**config.mk**
```make
export PLATFORM = sky130hd
export DESIGN_NAME = serial_subtractor
export DESIGN_NICKNAME = d
export VERILOG_FILES = /design/src/rtl/serial_subtractor.sv
export SDC_FILE = /design/constraint.sdc
export NUM_CORES = 1
export LEC_CHECK = 0
export BUFFER_PORTS_ARGS = -buffer_cell sky130_fd_sc_hd__buf_2
export CAP_MARGIN = 20
export CELL_PAD_IN_SITES_DETAIL_PLACEMENT = 0
export CELL_PAD_IN_SITES_GLOBAL_PLACEMENT = 1
export CORE_MARGIN = 2
export CORE_UTILIZATION = 40
export DETAILED_ROUTE_END_ITERATION = 16
export PLACE_DENSITY = 0.77
export SYNTH_ARGS = -nofsm -noshare
export SYNTH_HDL_FRONTEND = slang
export SYNTH_SLANG_ARGS = --single-unit
```
**constraint.sdc**
```tcl
create_clock -name clk -period 2.6 [get_ports clk]
set_input_delay 0.78 -clock clk [delete_from_list [all_inputs] [get_ports clk]]
set_output_delay 0.78 -clock clk [all_outputs]
set_load 0.05 [all_outputs]
```
**src/rtl/serial_subtractor.sv**
```systemverilog
// Bit-serial unsigned subtractor: computes a - b LSB-first over WIDTH cycles.
// Define SERIAL_SUB_SAT_EN to saturate diff to zero on underflow.
module serial_subtractor #(
  parameter int WIDTH = 8
) (
  input  logic             clk,
  input  logic             rst_n,
  input  logic             start,
  input  logic [WIDTH-1:0] a,
  input  logic [WIDTH-1:0] b,
  output logic             busy,
  output logic             done,
  output logic [WIDTH-1:0] diff,
  output logic             borrow_out
);

  localparam int CW = $clog2(WIDTH + 1);
  localparam logic [CW-1:0] LAST = CW'(WIDTH - 1);

  typedef enum logic [1:0] {IDLE, SHIFT, DONE} state_t;

  state_t           state, next_state;
  logic [WIDTH-1:0] a_reg, b_reg, res_reg, res_next;
  logic [CW-1:0]    cnt;
  logic             brw, d_bit, brw_next, last;

  assign last     = (cnt == LAST);
  assign d_bit    = a_reg[0] ^ b_reg[0] ^ brw;
  assign brw_next = (~a_reg[0] & b_reg[0]) | (~a_reg[0] & brw) | (b_reg[0] & brw);
  // New bit enters at the MSB so the first computed bit ends up in bit 0.
  assign res_next = WIDTH'({d_bit, res_reg} >> 1);

  always_ff @(posedge clk or negedge rst_n) begin
    if (!rst_n) state <= IDLE;
    else        state <= next_state;
  end

  always_comb begin
    next_state = state;
    busy       = 1'b0;
    done       = 1'b0;
    case (state)
      IDLE:  if (start) next_state = SHIFT;
      SHIFT: begin
        busy = 1'b1;
        if (last) next_state = DONE;
      end
      DONE: begin
        busy       = 1'b1;
        done       = 1'b1;
        next_state = IDLE;
      end
      default: next_state = IDLE;
    endcase
  end

  always_ff @(posedge clk or negedge rst_n) begin
    if (!rst_n) begin
      a_reg      <= '0;
      b_reg      <= '0;
      res_reg    <= '0;
      cnt        <= '0;
      brw        <= 1'b0;
      diff       <= '0;
      borrow_out <= 1'b0;
    end else begin
      case (state)
        IDLE: begin
          if (start) begin
            a_reg   <= a;
            b_reg   <= b;
            res_reg <= '0;
            cnt     <= '0;
            brw     <= 1'b0;
          end
        end
        SHIFT: begin
          a_reg   <= a_reg >> 1;
          b_reg   <= b_reg >> 1;
          res_reg <= res_next;
          brw     <= brw_next;
          cnt     <= cnt + 1'b1;
          if (last) begin
            borrow_out <= brw_next;
`ifdef SERIAL_SUB_SAT_EN
            diff <= brw_next ? '0 : res_next;
`else
            diff <= res_next;
`endif
          end
        end
        default: ;
      endcase
    end
  end

endmodule

```
==> reports/results.ini, run 1 <==
[cts]
cts.sinks = 39
cts.repair.resized = 0
post_cts_buffers = 0
clock_path_buffers = 2
cts_buffers = 5
cts_hold_buf = 0
htreeDepth = 2
worstSkewPairLatency_ps = 280
tritoncts = yes
clk_pin_slew_ps = 70
ctsRootBufferMaster = clkbuf_8

[sta]
tightestPinTransition_ps = 851
finalHoldViolCount = 0
fin_skew_ps = 3.02
setup_viol = 0
fin_crit_ps = 2050
post-route-period-util = 0.788
drv_slew = 0
rsz0062_at_grt = no
timing.fmax_ghz = 0.488
slew-limit-headroom = 0.433
finalSetupTns_ps = 0

[worst_setup_path]
slowest_stage = dfrtp_1
arrival_ps = 1270
crit_chain = inv_1, ha_1, buf_2
startpoint_type = flip-flop
reg2reg_depth = 4
setup.worst_path.end_class = output port
path_buf_inv = 2
crit_type = flip-flop to output port
path_delay_family = flip-flops
crit_path_max_fanout = 3
critPathRequiredTime_ps = 1820
cp_num_cells = 3
max_stage_delay_ps = 370

[synthesis]
synthesis.instances = 147
syn_nets = 171
synth.most_common_cell = dfrtp_1
yosysWarningCount = 0
synth_area_leaders = dfrtp_1 (57%), mux2i_1 (8.2%), o21ai_0 (5.8%)
netlist_area_mm2 = 0.00171
netlist.area_leader.share = 0.570
ys_top_cells_by_count = dfrtp_1 (39), nand2_1 (22), o21ai_0 (20)
synth_seq_area_share = 0.570
synth.avg_cell_area_um2 = 11.6
synthFlopType = dfrtp_1
ys_async_sr_fraction = 1.00
ys_seq_elements = 39
netlist-cell-type-count = 24
synth_top_cell_by_area = dfrtp_1
synth_edf_count = 0

[global_route]
grt_pass1_wl_um = 5400
grt_pass1_vias = 1227
antenna_found_initial = 0
grt_overflow_total = 0
grt_start_max_net_pins = 40
grt_usage = 0.141

[floorplanning]
ios = 30
start_util = 0.422
die_h_um = 69.4
fp.dieW_um = 69.4
die_area_mm2 = 0.00482
coreArea_mm2 = 0.00406
std_cell_rows = 23

[cells_and_area]
diodes = 0
area_growth_pct = 15.7
drive_above_1_share = 0.261
layout.nets = 201
fin_area_mm2 = 0.00198

[power]
cellPowerDensity_mw_per_mm2 = 1050
leakagePower_nw = 0.991
ir_drop_mv = 0.444

[drt]
firstDrtPassIters = 4
drt-total-wl_um = 2940
ant_nets = 0
wl_per_cell_um = 13.0
drc = 0
drtIter0Drc = 86
num_vias = 1146
via_per_inst = 5.07

[hold_path]
whs_path_depth = 2
min-delay-path-class = flip-flop to flip-flop

[placed_design]
placed_area_mm2 = 0.00191
gp_congestion = 0.782
place_hpwl_um = 2080
io_buffers = 29

[outcome]
status = completed

[flow_run]
drv_cap = 0

[area by class of cell]
cell class                 count  area [µm²]
multi-input combinational     96         691
fill                         371        2080
clock buffer                   6        72.6
timing repair buffer          32         168
inverter                       3        11.3
sequential                    39         976
tap                           50        62.6
[cell usage in the layout (no fill, tap or decap)]
| master | count |
|---|---|
| dfrtp_1 | 39 |
| buf_2 | 29 |
| nand2_1 | 22 |
| o21ai_0 | 20 |
| mux2i_1 | 14 |
| mux2_2 | 8 |
| a22o_1 | 8 |
| clkbuf_8 | 5 |
| ha_1 | 4 |
| inv_1 | 3 |
| nand2b_1 | 3 |
| nand3_1 | 3 |
| buf_4 | 3 |
| nor2b_1 | 2 |
| a21oi_1 | 2 |
| nand4b_1 | 1 |
| mux2i_4 | 1 |
| nand3b_1 | 1 |
| o22ai_1 | 1 |
| or4b_1 | 1 |
| and2_1 | 1 |
| nor2_1 | 1 |
| a311oi_1 | 1 |
| o31ai_1 | 1 |
| fa_1 | 1 |
| clkbuf_1 | 1 |
[stage by stage]
step                utilization  cells  worst slack, ps  hold slack (ps)  power (mW)
CTS                       0.488    226              535              485        2.12
global placement          0.470    220              666              461        1.71
floorplan                     -    147              863              450        1.55
finish                    0.488    226              551              478        2.08
global route              0.488    226              425              522        2.27
detailed placement        0.470    220              558              469        1.74
[path summary, 6_finish.rpt]
check / start / to / slack, ps
worst max-delay path: state[0] / busy / 550
worst min-delay path: b_reg[5] / b_reg[5] / 480
worst max register to register: state[1] / diff[6] / 560
worst min register to register: b_reg[5] / b_reg[5] / 480
max in group asynchronous: rst_n / cnt[2] / 1460
min in group asynchronous: rst_n / diff[2] / 610
[logic make-up (layout without fill, tap and decap cells)]
family                     after synthesis  in the layout  synth area share
DFF                                     39             39             0.570
and+or+nand+nor                         35             35            0.0965
muxes                                   23             23             0.143
adders and majority gates                5              5            0.0409
AOI/OAI and AO/OA                       33             33             0.118
buffers and inverters                   12             41            0.0314
[worst reg2reg max path: cells and delay by family (launching register included)]
| kind | cells | cell delay (ps) |
|---|---|---|
| adders and majority gates | 1 | 410 |
| buffers and inverters | 1 | 100 |
| DFF | 1 | 390 |
| muxes | 1 | 470 |
| and+or+nand+nor | 1 | 560 |
[metal layers]
metal / vias to the layer above / GRT usage / wire (µm)
li1: 571 / - / -
met1: 539 / 0.169 / 1360
met3: 7 / 0.0480 / 140
met4: 0 / 0.0588 / 49
met5: - / 0 / 0
met2: 29 / 0.230 / 1380
[power by group]
group | switching [mW] | total (mW) | internal, mW
logic | 0.454 | 0.774 | 0.320
registers | 0.127 | 0.942 | 0.815
clock network | 0.186 | 0.365 | 0.179
total | 0.767 | 2.08 | 1.31
Note: power is estimated with default switching activity, not from simulation.
==> run 2, diff against run 1 <==
--- a/config.mk
+++ b/config.mk
@@ -5,14 +5,15 @@
 export SDC_FILE = /design/constraint.sdc
 export NUM_CORES = 1
 export LEC_CHECK = 0
+export ABC_AREA = 1
 export BUFFER_PORTS_ARGS = -buffer_cell sky130_fd_sc_hd__buf_2
 export CAP_MARGIN = 20
 export CELL_PAD_IN_SITES_DETAIL_PLACEMENT = 0
 export CELL_PAD_IN_SITES_GLOBAL_PLACEMENT = 1
 export CORE_MARGIN = 2
-export CORE_UTILIZATION = 40
+export CORE_UTILIZATION = 38
 export DETAILED_ROUTE_END_ITERATION = 16
-export PLACE_DENSITY = 0.77
+export PLACE_DENSITY = 0.78
 export SYNTH_ARGS = -nofsm -noshare
 export SYNTH_HDL_FRONTEND = slang
 export SYNTH_SLANG_ARGS = --single-unit
==> constraint.sdc (replaced) <==
create_clock -name clk -period 1.7 [get_ports clk]
set_input_delay 0.51 -clock clk [delete_from_list [all_inputs] [get_ports clk]]
set_output_delay 0.51 -clock clk [all_outputs]
set_load 0.05 [all_outputs]
==> reports/results.ini, run 2 <==
[floorplanning]
std_cell_rows = 25  ; was 23
start_util = 0.394  ; was 0.422
die_h_um = 74.0  ; was 69.4 µm
die_area_mm2 = 0.00548  ; was 0.00482 mm²
coreArea_mm2 = 0.00472  ; was 0.00406 mm²
fp.dieW_um = 74.0  ; was 69.4 µm
ios = 30  ; unchanged

[worst_setup_path]
startpoint_type = flip-flop  ; unchanged
arrival_ps = 1150  ; was 1270 ps
crit_path_max_fanout = 3  ; unchanged
setup.worst_path.end_class = output port  ; unchanged
slowest_stage = dfrtp_1  ; unchanged
crit_chain = inv_2, ha_4, buf_8  ; was inv_1, ha_1, buf_2
critPathRequiredTime_ps = 1190  ; was 1820 ps
max_stage_delay_ps = 390  ; was 370 ps
crit_type = flip-flop to output port  ; unchanged

[synthesis]
synthMuxAreaShare = 0  ; was 0.143
yosysWarningCount = 0  ; unchanged
synth_seq_area_share = 0.524  ; was 0.570
synth_simple_gate_area_frac = 0.198  ; was 0.0965
ys_async_sr_fraction = 1.00  ; unchanged
syn_nets = 212  ; was 171
netlist-cell-type-count = 23  ; was 24
synth_compound_area_frac = 0.161  ; was 0.118
netlist.area_leader.share = 0.524  ; was 0.570
synth_top_family_by_area = simple AND/OR/NAND/NOR gates  ; was multiplexers
synth.avg_cell_area_um2 = 9.90  ; was 11.6 µm²
synth_edf_count = 0  ; unchanged
synth_area_leaders = dfrtp_1 (52%), nand2_1 (11%), o211ai_2 (4.7%)  ; was dfrtp_1 (57%), mux2i_1 (8.2%), o21ai_0 (5.8%)
ys_seq_elements = 39  ; unchanged
synthesis.instances = 188  ; was 147
synth_xor_area_frac = 0  ; unchanged
synthFlopType = dfrtp_1  ; unchanged
netlist_area_mm2 = 0.00186  ; was 0.00171 mm²
ys_top_cells_by_count = nand2_1 (55), dfrtp_1 (39), inv_1 (16)  ; was dfrtp_1 (39), nand2_1 (22), o21ai_0 (20)
synth_top_cell_by_area = dfrtp_1  ; unchanged
synth.most_common_cell = nand2_1  ; was dfrtp_1
synth_fa_ha_area_frac = 0.0376  ; was 0.0409

[drt]
drt-total-wl_um = 3270  ; was 2940 µm
firstDrtPassIters = 4  ; unchanged
drtIter0Drc = 52  ; was 86
num_vias = 1310  ; was 1146
ant_nets = 0  ; unchanged
via_per_inst = 4.52  ; was 5.07
drc = 0  ; unchanged
wl_per_cell_um = 11.3  ; was 13.0 µm

[cells_and_area]
mostFrequentLayoutCell = nand2_1  ; was dfrtp_1
final_cell_mix = nand2_1 (55), dfrtp_1 (39), buf_2 (27)  ; was dfrtp_1 (39), buf_2 (29), nand2_1 (22)
area_growth_pct = 19.6  ; was 15.7%
instances_no_fill = 290  ; was 226
drive_above_1_share = 0.332  ; was 0.261
layout.nets = 246  ; was 201
multiInputGateArea_um2 = 751  ; was 691 µm²
diodes = 0  ; unchanged
fill_cells = 458  ; was 371
seq_area_um2 = 976  ; unchanged

[sta]
rsz0062_at_grt = yes  ; was no
finalSetupTns_ps = 0  ; unchanged
tightestPinTransition_ps = 338  ; was 851 ps
fin_crit_ps = 1660
finalHoldViolCount = 0  ; unchanged
setup_viol = 0  ; unchanged
slew-limit-headroom = 0.774  ; was 0.433
timing.fmax_ghz = 0.603
fin_skew_ps = 4.13  ; was 3.02 ps
drv_slew = 0  ; unchanged
post-route-period-util = 0.976

[power]
ir_drop_mv = 0.756  ; was 0.444 mV
switching_share = 0.380  ; was 0.369
switching_power_mw = 1.48  ; was 767 µW
clkPwrFrac = 0.230  ; was 0.175
cellPowerDensity_mw_per_mm2 = 1760  ; was 1050 mW/mm²
p_seq_frac = 0.362  ; was 0.453
p_int_mw = 2.43  ; was 1.31 mW
p_total_mw = 3.91  ; was 2.08 mW
leakagePower_nw = 1.11  ; was 0.991 nW
power.share.combinational = 0.408  ; was 0.372

[global_route]
grt_pass1_wl_um = 5690  ; was 5400 µm
antenna_found_initial = 0  ; unchanged
grt_usage = 0.136  ; was 0.141
grt_pass1_vias = 1246  ; was 1227
grt_overflow_total = 0  ; unchanged
grt_start_max_net_pins = 40  ; unchanged

[cts]
cts_buffers = 5  ; unchanged
clk_pin_slew_ps = 70  ; about the same
clock_path_buffers = 2  ; unchanged
tritoncts = yes  ; unchanged
cts.sinks = 39  ; unchanged
ctsRootBufferMaster = clkbuf_8  ; unchanged
htreeDepth = 2  ; unchanged
worstSkewPairLatency_ps = 290  ; was 280 ps

[flow_run]
drv_cap = 0  ; unchanged

[placed_design]
io_buffers = 29  ; unchanged
place_hpwl_um = 2210  ; was 2080 µm
dp_cells = 281  ; was 220
gp_congestion = 0.723  ; was 0.782

[hold_path]
min-delay-path-class = input port to asynchronous set/reset pin  ; was flip-flop to flip-flop

[outcome]
status = completed  ; unchanged

## run 2: cell types whose count changed in the layout (fill, tap and decap cells not counted), sizes merged, moves of 5 or more
cell | before | now
o211ai | 0 | 13
o21ai | 20 | 15
a22o | 8 | 0
inv | 3 | 18
mux2 | 8 | 0
mux2i | 15 | 0
or2 | 0 | 12
o22ai | 1 | 7
nand2 | 22 | 58
## run 2: repair_timing
| item | 4_1_cts | 5_1_grt |
|---|---|---|
| setup buffers | 1 | 0 |
| pin swaps | 0 | 0 |
| gates resized for setup | 2 | 6 |
| setup endpoints to repair | 1 | 2 |
| endpoints found under the hold margin | 0 | 0 |
| hold buffers | 0 | 0 |
## run 2: kinds of logic after synthesis
group                      count (synthesis)
buffers and inverters                     26
DFF                                       39
and+or+nand+nor                           80
adders and majority gates                  5
AOI/OAI and AO/OA                         38
## run 2: worst max-delay path, delay by kind of cell, from the launching register on
| family | cells | cell delay (ps) |
|---|---|---|
| buf+inv | 2 | 210 |
| fa+ha+maj | 1 | 270 |
| flops | 1 | 390 |
## run 2: power groups by stage
stage                     Sequential, mW  Clock, mW  Combinational [mW]
final                               1.42      0.898                1.60
after global routing                1.46      0.974                1.81
after CTS                           1.41      0.928                1.56
after detailed placement            1.43          0                1.51
after global placement              1.42          0                1.50
after floorplan                     1.43          0                1.26
## run 2: stage by stage
stage          area [µm²]  hold WS (ps)   util  setup WS, ps
3_5_place_dp         2060           464  0.436           165
2_1_floorplan        1860           214      -           246
6_report             2230           178  0.471          40.8
5_1_grt              2230           185  0.471         -5.67
4_1_cts              2210           177  0.467         -2.97
3_3_place_gp         2060           460  0.436           227
## run 2: layout make-up
cell class | count | share of cell area
Timing Repair Buffer | 35 | 0.0967
Tap cell | 67 | 0.0377
Sequential cell | 39 | 0.438
Multi-Input combinational cell | 123 | 0.337
Inverter | 18 | 0.0304
Clock buffer | 6 | 0.0326
Clock inverter | 2 | 0.0270
## run 2: path summary, 6_finish.rpt
check	depth (start not counted)	to	startpoint	slack [ps]
setup / recovery	3	busy	state[1]	40
hold / removal	2	diff[6]	rst_n	180
setup reg to reg	6	a_reg[3]	state[0]	110
hold reg to reg	2	diff[7]	diff[7]	480
max in group asynchronous	2	b_reg[5]	rst_n	1330
min in group clk	3	b_reg[7]	b[7]	440
## run 2: routing by layer
layer | part of all wire | vias to the layer above | wire [µm] | GRT usage
met5 | 0 | - | 0 | 0
met4 | 0.011 | 0 | 35 | 0.0364
met3 | 0.045 | 5 | 148 | 0.0447
met2 | 0.45 | 28 | 1480 | 0.204
met1 | 0.49 | 595 | 1610 | 0.191
li1 | - | 682 | - | -
==> run 3, diff against run 2 <==
--- a/config.mk
+++ b/config.mk
@@ -11,9 +11,10 @@
 export CELL_PAD_IN_SITES_DETAIL_PLACEMENT = 0
 export CELL_PAD_IN_SITES_GLOBAL_PLACEMENT = 1
 export CORE_MARGIN = 2
-export CORE_UTILIZATION = 38
+export CORE_UTILIZATION = 40
 export DETAILED_ROUTE_END_ITERATION = 16
 export PLACE_DENSITY = 0.78
+export SKIP_CTS_REPAIR_TIMING = 1
 export SYNTH_ARGS = -nofsm -noshare
 export SYNTH_HDL_FRONTEND = slang
 export SYNTH_SLANG_ARGS = --single-unit
==> constraint.sdc (replaced) <==
create_clock -name clk -period 1.85 [get_ports clk]
set_input_delay 0.555 -clock clk [delete_from_list [all_inputs] [get_ports clk]]
set_output_delay 0.555 -clock clk [all_outputs]
set_load 0.05 [all_outputs]
==> reports/results.ini, run 3 (same netlist as run 2, synthesis figures left out) <==
[sta]
rsz0062_at_grt = no  ; was yes
drv_slew = 0  ; unchanged
hold_slack_ps = 304  ; was 178 ps
slew-limit-headroom = 0.677  ; was 0.774
fin_crit_ps = 1800
fin_skew_ps = 4.33  ; was 4.13 ps
tightestPinTransition_ps = 484  ; was 338 ps
post-route-period-util = 0.972
finalHoldViolCount = 0  ; unchanged
setup_viol = 0  ; unchanged
finalSetupTns_ps = 0  ; unchanged
timing.fmax_ghz = 0.556

[worst_setup_path]
startpoint_type = flip-flop  ; unchanged
max_stage_delay_ps = 380  ; was 390 ps
crit_type = flip-flop to output port  ; unchanged
arrival_ps = 1240  ; was 1150 ps
path_delay_family = flip-flops  ; unchanged
crit_path_max_fanout = 3  ; unchanged
crit_chain = inv_1, ha_1, clkbuf_4  ; was inv_2, ha_4, buf_8
setup.worst_path.end_class = output port  ; unchanged
critPathRequiredTime_ps = 1290  ; was 1190 ps
slowest_stage = dfrtp_1  ; unchanged
path_buf_inv = 2  ; unchanged
r2r_setup_slack_ps = 200  ; was 110 ps

[power]
p_int_mw = 1.86  ; was 2.43 mW
ir_drop_mv = 0.668  ; was 0.756 mV
cellPowerDensity_mw_per_mm2 = 1520  ; was 1760 mW/mm²
p_seq_frac = 0.403  ; was 0.362
clkPwrFrac = 0.176  ; was 0.230
leakagePower_nw = 1.07  ; was 1.11 nW
switching_power_mw = 1.34  ; was 1.48 mW
p_total_mw = 3.21  ; was 3.91 mW
switching_share = 0.419  ; was 0.380
power.share.combinational = 0.421  ; was 0.408

[floorplanning]
die_h_um = 72.2  ; was 74.0 µm
fp.dieW_um = 72.2  ; was 74.0 µm
die_area_mm2 = 0.00522  ; was 0.00548 mm²
ios = 30  ; unchanged
start_util = 0.422  ; was 0.394
std_cell_rows = 24  ; was 25
coreArea_mm2 = 0.00441  ; was 0.00472 mm²

[cells_and_area]
layout.nets = 244  ; was 246
fin_util = 0.478  ; was 0.471
diodes = 0  ; unchanged
final_cell_mix = nand2_1 (55), dfrtp_1 (39), buf_2 (28)  ; was nand2_1 (55), dfrtp_1 (39), buf_2 (27)
fin_area_mm2 = 0.00211  ; was 0.00223 mm²
area_growth_pct = 13.3  ; was 19.6%
drive_above_1_share = 0.312  ; was 0.332
fill_cells = 445  ; was 458
mostFrequentLayoutCell = nand2_1  ; unchanged

[drt]
ant_nets = 0  ; unchanged
drtIter0Drc = 84  ; was 52
wl_per_cell_um = 11.6  ; was 11.3 µm
drc = 0  ; unchanged
drt-total-wl_um = 3160  ; was 3270 µm
firstDrtPassIters = 4  ; unchanged
num_vias = 1291  ; was 1310
via_per_inst = 4.73  ; was 4.52

[cts]
tritoncts = yes  ; unchanged
cts.sinks = 39  ; unchanged
cts_buffers = 5  ; unchanged
ctsRootBufferMaster = clkbuf_8  ; unchanged
htreeDepth = 2  ; unchanged
worstSkewPairLatency_ps = 290  ; about the same
clk_pin_slew_ps = 80  ; was 70 ps
clock_path_buffers = 2  ; unchanged

[global_route]
grt_usage = 0.135  ; was 0.136
antenna_found_initial = 0  ; unchanged
grt_start_max_net_pins = 40  ; unchanged
grt_pass1_vias = 1183  ; was 1246
grt_pass1_wl_um = 5350  ; was 5690 µm
grt_overflow_total = 0  ; unchanged

[hold_path]
min-delay-path-class = input port to asynchronous set/reset pin  ; unchanged

[placed_design]
place_hpwl_um = 2200  ; was 2210 µm
placed_area_mm2 = 0.00202  ; was 0.00206 mm²
gp_congestion = 0.667  ; was 0.723
io_buffers = 29  ; unchanged

[flow_run]
drv_cap = 0  ; unchanged

[outcome]
status = completed  ; unchanged

[run 3: area by class of cell]
type	instances	area, µm²	share of cell area
well taps	52	65.1	0.0308
clock buffers	6	72.6	0.0344
clock inverters	2	12.5	0.00593
flip-flops and latches	39	976	0.463
repair buffers	33	178	0.0842
inverters	18	67.6	0.0320
multi-input cells	123	738	0.350
[run 3: worst paths after layout]
check / startpoint / endpoint / cells past startpoint
worst max-delay path: state[0] / busy / 3
min in group clk: diff[2] / diff[2] / 2
worst min-delay path: rst_n / diff[7] / 2
worst min register to register: diff[2] / diff[2] / 2
worst max register to register: state[1] / diff[1] / 6
max in group asynchronous: rst_n / b_reg[2] / 2
[run 3: worst reg2reg max path: stages (launching register included)]
cell,delay [ps]
dfrtp_1,390
inv_1,80
ha_1,320
buf_4,220
nand4_4,290
nand2_1,180
o21ai_2,70
[run 3: per-layer routing]
layer  track usage  up-vias  routed length (µm)
met5             0        -                   0
met4        0.0755        0                  66
met3        0.0444        7                 156
met2         0.197       26                1420
met1         0.177      585                1510
li1              -      673                   -
[run 3: power groups by stage]
stage / Combinational [mW] / Sequential (mW) / Clock (mW)
6_report: 1.35 / 1.29 / 0.564
5_1_grt: 1.53 / 1.32 / 0.618
4_1_cts: 1.37 / 1.30 / 0.576
3_5_place_dp: 1.37 / 1.31 / 0
3_3_place_gp: 1.36 / 1.31 / 0
2_1_floorplan: 1.16 / 1.31 / 0
[run 3: per-stage QoR]
| step | cells | setup slack (ps) |
|---|---|---|
| floorplan | 188 | 351 |
| global placement | 265 | 241 |
| detailed placement | 265 | 214 |
| CTS | 273 | 9.09 |
| global route | 273 | 12.0 |
| finish | 273 | 52.6 |
